--- src/rtl/tag_search.sv ---
// tag_search: small tag table with a sequential, one-entry-per-cycle search engine.
// Entries are written at any time. A search scans ascending indices from 0 and
// stops at the first valid entry whose tag equals the key latched at search start.
module tag_search #(
    parameter int NENT = 8,
    parameter int TW   = 6,
    localparam int IW  = (NENT > 1) ? $clog2(NENT) : 1
) (
    input  logic          clk,
    input  logic          reset_n,
    input  logic          wr_en,
    input  logic [IW-1:0] wr_idx,
    input  logic [TW-1:0] wr_tag,
    input  logic          inv_all,
    input  logic          srch_req,
    input  logic [TW-1:0] srch_key,
    output logic          busy,
    output logic          done,
    output logic          hit,
    output logic [IW-1:0] hit_idx
);

    localparam logic [IW-1:0] LAST_IDX = IW'(NENT - 1);

    typedef enum logic {
        IDLE = 1'b0,
        SCAN = 1'b1
    } state_t;

    state_t        state, state_nx;
    logic [IW-1:0] idx, idx_nx;
    logic [TW-1:0] key, key_nx;
    logic          done_nx;
    logic          hit_nx;
    logic [IW-1:0] hit_idx_nx;

    logic [TW-1:0] tags [NENT];
    logic [NENT-1:0] valid;
    logic          match;

    // The entry under the scan pointer is compared against registered contents,
    // so a write landing on the same edge never affects this cycle's compare.
    assign match = valid[idx] & (tags[idx] == key);
    assign busy  = (state == SCAN);

    // Next-state and registered-output logic for the search engine.
    always_comb begin
        state_nx   = state;
        idx_nx     = idx;
        key_nx     = key;
        done_nx    = 1'b0;
        hit_nx     = hit;
        hit_idx_nx = hit_idx;
        case (state)
            IDLE: begin
                // A request in the done cycle is dropped: no queueing.
                if (srch_req && !done) begin
                    state_nx   = SCAN;
                    idx_nx     = '0;
                    key_nx     = srch_key;
                    hit_nx     = 1'b0;
                    hit_idx_nx = '0;
                end
            end
            SCAN: begin
                if (match) begin
                    state_nx   = IDLE;
                    done_nx    = 1'b1;
                    hit_nx     = 1'b1;
                    hit_idx_nx = idx;
                end else if (idx == LAST_IDX) begin
                    state_nx   = IDLE;
                    done_nx    = 1'b1;
                    hit_nx     = 1'b0;
                    hit_idx_nx = '0;
                end else begin
                    idx_nx = idx + IW'(1);
                end
            end
            default: begin
                state_nx = IDLE;
            end
        endcase
    end

    // Control state and result registers; reset aborts any scan silently.
    always_ff @(posedge clk) begin
        if (!reset_n) begin
            state   <= IDLE;
            idx     <= '0;
            done    <= 1'b0;
            hit     <= 1'b0;
            hit_idx <= '0;
        end else begin
            state   <= state_nx;
            idx     <= idx_nx;
            done    <= done_nx;
            hit     <= hit_nx;
            hit_idx <= hit_idx_nx;
        end
    end

    // Search key holder; only loaded when a search is accepted.
    always_ff @(posedge clk) begin
        key <= key_nx;
    end

    // Valid bits: invalidate-all takes priority over a simultaneous write.
    always_ff @(posedge clk) begin
        if (!reset_n) begin
            valid <= '0;
        end else begin
            if (wr_en) begin
                valid[wr_idx] <= 1'b1;
            end
            if (inv_all) begin
                valid <= '0;
            end
        end
    end

    // Tag storage is not cleared by reset; writes are blocked while in reset.
    always_ff @(posedge clk) begin
        if (reset_n && wr_en) begin
            tags[wr_idx] <= wr_tag;
        end
    end

endmodule

--- config.mk ---
export PLATFORM = sky130hd
export DESIGN_NAME = tag_search
export DESIGN_NICKNAME = d
export VERILOG_FILES = /design/src/rtl/tag_search.sv
export SDC_FILE = /design/constraint.sdc
export NUM_CORES = 1
export LEC_CHECK = 0
export BUFFER_PORTS_ARGS = -buffer_cell sky130_fd_sc_hd__buf_2
export CORE_MARGIN = 5
export CORE_UTILIZATION = 40
export CTS_CLUSTER_SIZE = 40
export DETAILED_ROUTE_END_ITERATION = 7
export HOLD_SLACK_MARGIN = 0.08
export PLACE_DENSITY_LB_ADDON = 0.25
export SYNTH_ARGS = -nofsm -noshare
export SYNTH_HDL_FRONTEND = slang
export SYNTH_SLANG_ARGS = --single-unit
export TNS_END_PERCENT = 20
--- constraint.sdc ---
create_clock -name clk -period 3 [get_ports clk]
set_input_delay 0.15 -clock clk [delete_from_list [all_inputs] [get_ports clk]]
set_output_delay 0.15 -clock clk [all_outputs]
set_load 0.005 [all_outputs]
## Word level (Yosys, flattened, before mapping)

Memories as Yosys holds them, arrays and structs flattened. A register that Yosys moved wholly into a read port is not among the register bits.
Index checks and enable logic that the tools add are counted.

| word-level totals | value |
|---|---|
| register bits after elaboration | 23 |
| memory bits (writable) | 48 |
| input port bits | 20 |
| memories | 1 |

| operators by class | value |
|---|---|
| $add $sub $neg | 1 |
| magnitude comparators | 3 |
| eq/ne operators | 6 |
| mux-type cells | 25 |
| bitwise gates (word level) | 4 |
| reduce and logical (&&, ||, !) cells | 9 |

Memories:

| name | words | bits a word | read ports | clocked after Yosys merged registers in | write ports | RTL line | source |
|---|---|---|---|---|---|---|---|
| tags | 8 | 6 | 1 | 1 | 1 | 37 | `logic [TW-1:0] tags [NENT];` |

Operators with widths:

| kind | count |
|---|---|
| 3-bit 2-to-1 mux | 7 |
| 1-bit 2-to-1 mux | 12 |
| 3-bit one-hot mux with 2 select lines | 2 |
| 3-bit by 4-bit < comparator with 1-bit output, second input constant | 2 |
| 8-bit OR | 1 |
| 6-bit equality test | 1 |
| 2-bit inequality test, second input constant | 3 |
| 2-bit AND reduction | 3 |
| 1-bit one-hot mux with 2 select lines | 2 |
| 3-bit by 1-bit adder with 3-bit output, second input constant | 1 |
| 1-bit binary-select mux with 3-bit select | 1 |
| 1-bit demux with 3-bit select | 1 |
| 3-bit equality test, second input constant | 1 |
| 3-bit by 1-bit greater-or-equal comparator with 1-bit output, second input constant | 1 |
| 1-bit logical AND | 3 |
| 3-bit by 1-bit inequality test with 1-bit output, second input constant | 1 |
| 3-bit AND reduction | 1 |
| 1-bit inverter | 2 |
| 2-bit OR reduction | 1 |
| 1-bit AND | 1 |
| 1-bit zero test | 1 |

## Depth between registers and ports, before layout

| depth | value |
|---|---|
| depth in word-level cells | 7 |
| gate-level depth with buffers | 8 |

## Least setup slack after synthesis

OpenSTA, ideal clock, no wires.

| timing | value |
|---|---|
| kind | flip-flop to flip-flop |
| start point | register (tool-made name) |
| end point | register (tool-made name) |
| library setup time | 0.072 ns |
| arrival | 1.990 ns |
| path slack | 0.938 ns |
| stages on the path, launching flop included | 9 |
| clock period less this slack | 2.062 ns |
| path through | dfxtp_1 buf_6 buf_4 mux2i_1 mux4_2 xor2_1 nand4_2 o21ai_4 mux2i_1 |

==> run_results.csv <==
group,metric,value,unit
logic_synthesis,ys_seq_elements,74,
logic_synthesis,post_synth_num_cell_types,32,
detailed_routing,avgViaCountPerCell,4.96,
grt,antenna_found_initial,0,
layout,mostFrequentLayoutCells,"54 x edfxtp_1, 25 x buf_2, 22 x mux2i_1, 20 x dfxtp_1, 13 x nor2_1",
detailed_routing,drtIter0Drc,63,
layout,multi_input_area,913,µm²
die,initial_core_util,0.411,
layout,final_util,0.490,
place,hpwlAfterDp,3.67,mm
logic_synthesis,avgSynthCellArea,16.0,µm²
cts,clockBufferDepth,2,
timing,setup_tns,0,ns
logic_synthesis,syn_inst,188,
detailed_routing,drcViolationCount,0,
die,core,0.00729,mm²
cts,cts_buffers,9,
logic_synthesis,syn_area,0.00300,mm²
logic_synthesis,async_flop_share,0,
detailed_routing,post_drt_wl_per_cell,16.3,µm
layout,seq_area,0.00202,mm²
timing,fin_skew,0.00764,ns
place,gp_congestion,0.725,
detailed_routing,routed_wirelength,5.46,mm
layout,diodes,0,
logic_synthesis,synth_area_leader_cell,"edfxtp_1",
logic_synthesis,yosys-top-cells-area,"edfxtp_1 54%, dfxtp_1 13%, mux4_2 9.0%",
grt,grt_pass1_wl,8.91,mm
die,die-height,96.6,µm
place,io_buffer_count,25,
logic_synthesis,synth_warnings,0,
grt,grt_max_degree,21,
critical_path,endpoint_kind,"register",
logic_synthesis,mappedNetlistNets,210,
detailed_routing,vias,1660,
layout,drive_above_1_share,0.267,
logic_synthesis,synth.top_cell.area_share,0.540,
timing,finalSetupViolations,0,
critical_path,worstSetupPathType,"reg2reg",
critical_path,cp-start-kind,"register",
timing,period_share,0.852,
layout,areaGrowthSynthToFinish,19.1,%
die,rows,31,
timing,slew_violations,0,
critical_path,cp.arrival,2.81,ns
power_and_ir_drop,p_leak,1.26,nW
cts,cts.sinks,74,
timing,min_period,2.56,ns
die,ios,26,
timing,rsz0062_at_grt,"no",
power_and_ir_drop,power,2.16,mW
cts,cts_setup_buffers,0,
logic_synthesis,synth_ff_type,"edfxtp_1",
grt,overflow,0,
detailed_routing,antenna_left,0,
timing,hold_viol,0,
timing,max_slew_margin,0.520,
worst_hold_path,min_path_type,"in2reg",
cts,path_clk_slew,0.08,ns
logic_synthesis,seq_area_frac_synth,0.674,
power_and_ir_drop,power.density,604,mW/mm²
cts,h-tree-depth,3,
die,die_area,0.00933,mm²
timing,worstMarginPinSlew,0.718,ns
die,fp.dieW,96.6,µm
critical_path,cp.required,3.26,ns
layout,mostFrequentLayoutCell,"edfxtp_1",
logic_synthesis,synth_edf_count,54,
critical_path,worst-path-max-fanout,8,
timing,max_freq,391,MHz
power_and_ir_drop,ir_worst_vdd,253,µV
layout,num-fill-cells,658,
layout,final_nets,253,
detailed_routing,drt_pass1_iterations,4,
grt,grt_pass1_vias,1705,
cts,cts_tree,"yes",
grt,grt.total_usage,0.125,
cts,cts_root_buffer,"clkbuf_8",
run,cap_violations,0,
outcome,status,"finished clean",
cts,clock_latency,0.34,ns
==> metal layers <==
metal  global-route usage  up-vias  routed length (µm)
li1                     -      805                   -
met1                0.159      817                2380
met2                0.200       29                2770
met3               0.0374        9                 223
met4               0.0486        0                  89
met5                    0        -                   0
==> cell usage after synthesis, types with 2 or more instances <==
master	instances
mux2i_1	22
nand2_1	12
a31oi_1	4
nand2b_1	3
buf_6	2
edfxtp_1	54
inv_1	2
nand3_1	4
mux4_2	12
nor3_1	3
nor2b_1	4
nor2_1	13
clkbuf_1	5
a21oi_1	5
nor4b_1	3
dfxtp_1	20
xor2_1	4
ha_1	2
==> cell families after synthesis <==
logic type,Yosys count,share of synthesized area
xor gates and xnor gates,4,0.0117
muxes,34,0.163
adders and majority gates,2,0.00834
AOI/OAI and AO/OA,16,0.0405
and+or+nand+nor,46,0.0805
buffers and inverters,12,0.0217
DFF,74,0.674
==> stage by stage <==
stage,cell area [µm²],instances,hold WS [ns],setup WS (ns)
CTS,3550,333,0.0807,0.352
global route,3570,335,0.0811,0.242
global placement,3250,310,0.328,0.581
floorplan,3000,188,0.249,0.938
finish,3570,335,0.0802,0.444
detailed placement,3250,310,0.328,0.475
==> sequential cells by signal, indices dropped and copies added, names as in the netlist, named ones only <==
name,flops
tags,48
hit,1
hit_idx,3
busy,1
key,6
idx,3
valid,8
done,1
==> cell type report <==
class / instances / share of cell area
inverter: 2 / 0.00210
tap: 99 / 0.0347
clock buffer: 9 / 0.0347
multi-input combinational: 102 / 0.256
sequential: 74 / 0.566
timing repair buffer: 42 / 0.0770
clock inverter: 7 / 0.0301
==> where the power goes <==
part | internal, mW | total, mW | switching, mW | leakage, nW
Combinational | 0.0593 | 0.125 | 0.0657 | 0.492
Clock | 0.544 | 0.898 | 0.354 | 0.118
Sequential | 1.12 | 1.14 | 0.0160 | 0.653
==> path summary, 6_finish.rpt <==
kind                            depth (start not counted)         end  slack, ns       from
worst min-delay path                                    1  tags[6][3]       0.08  wr_tag[3]
worst max-delay path                                    6      idx[1]       0.44   register
worst min register to register                          2    valid[3]       0.47   valid[3]
worst max register to register                          6      idx[1]       0.44   register
==> worst max-delay path: stages, from the launching register on <==
cell and delay [ns]:
dfxtp_1 0.63, mux4_2 0.56, mux2i_1 0.27, xor2_1 0.21
nand4_2 0.21, o21ai_4 0.33, mux2i_1 0.26
==> what timing repair did <==
item                      in CTS  in global routing
hold endpoints to repair      14                 11
gates resized for setup        0                  0
hold buffers                   7                  2
Note: power is estimated with default switching activity, not from simulation.
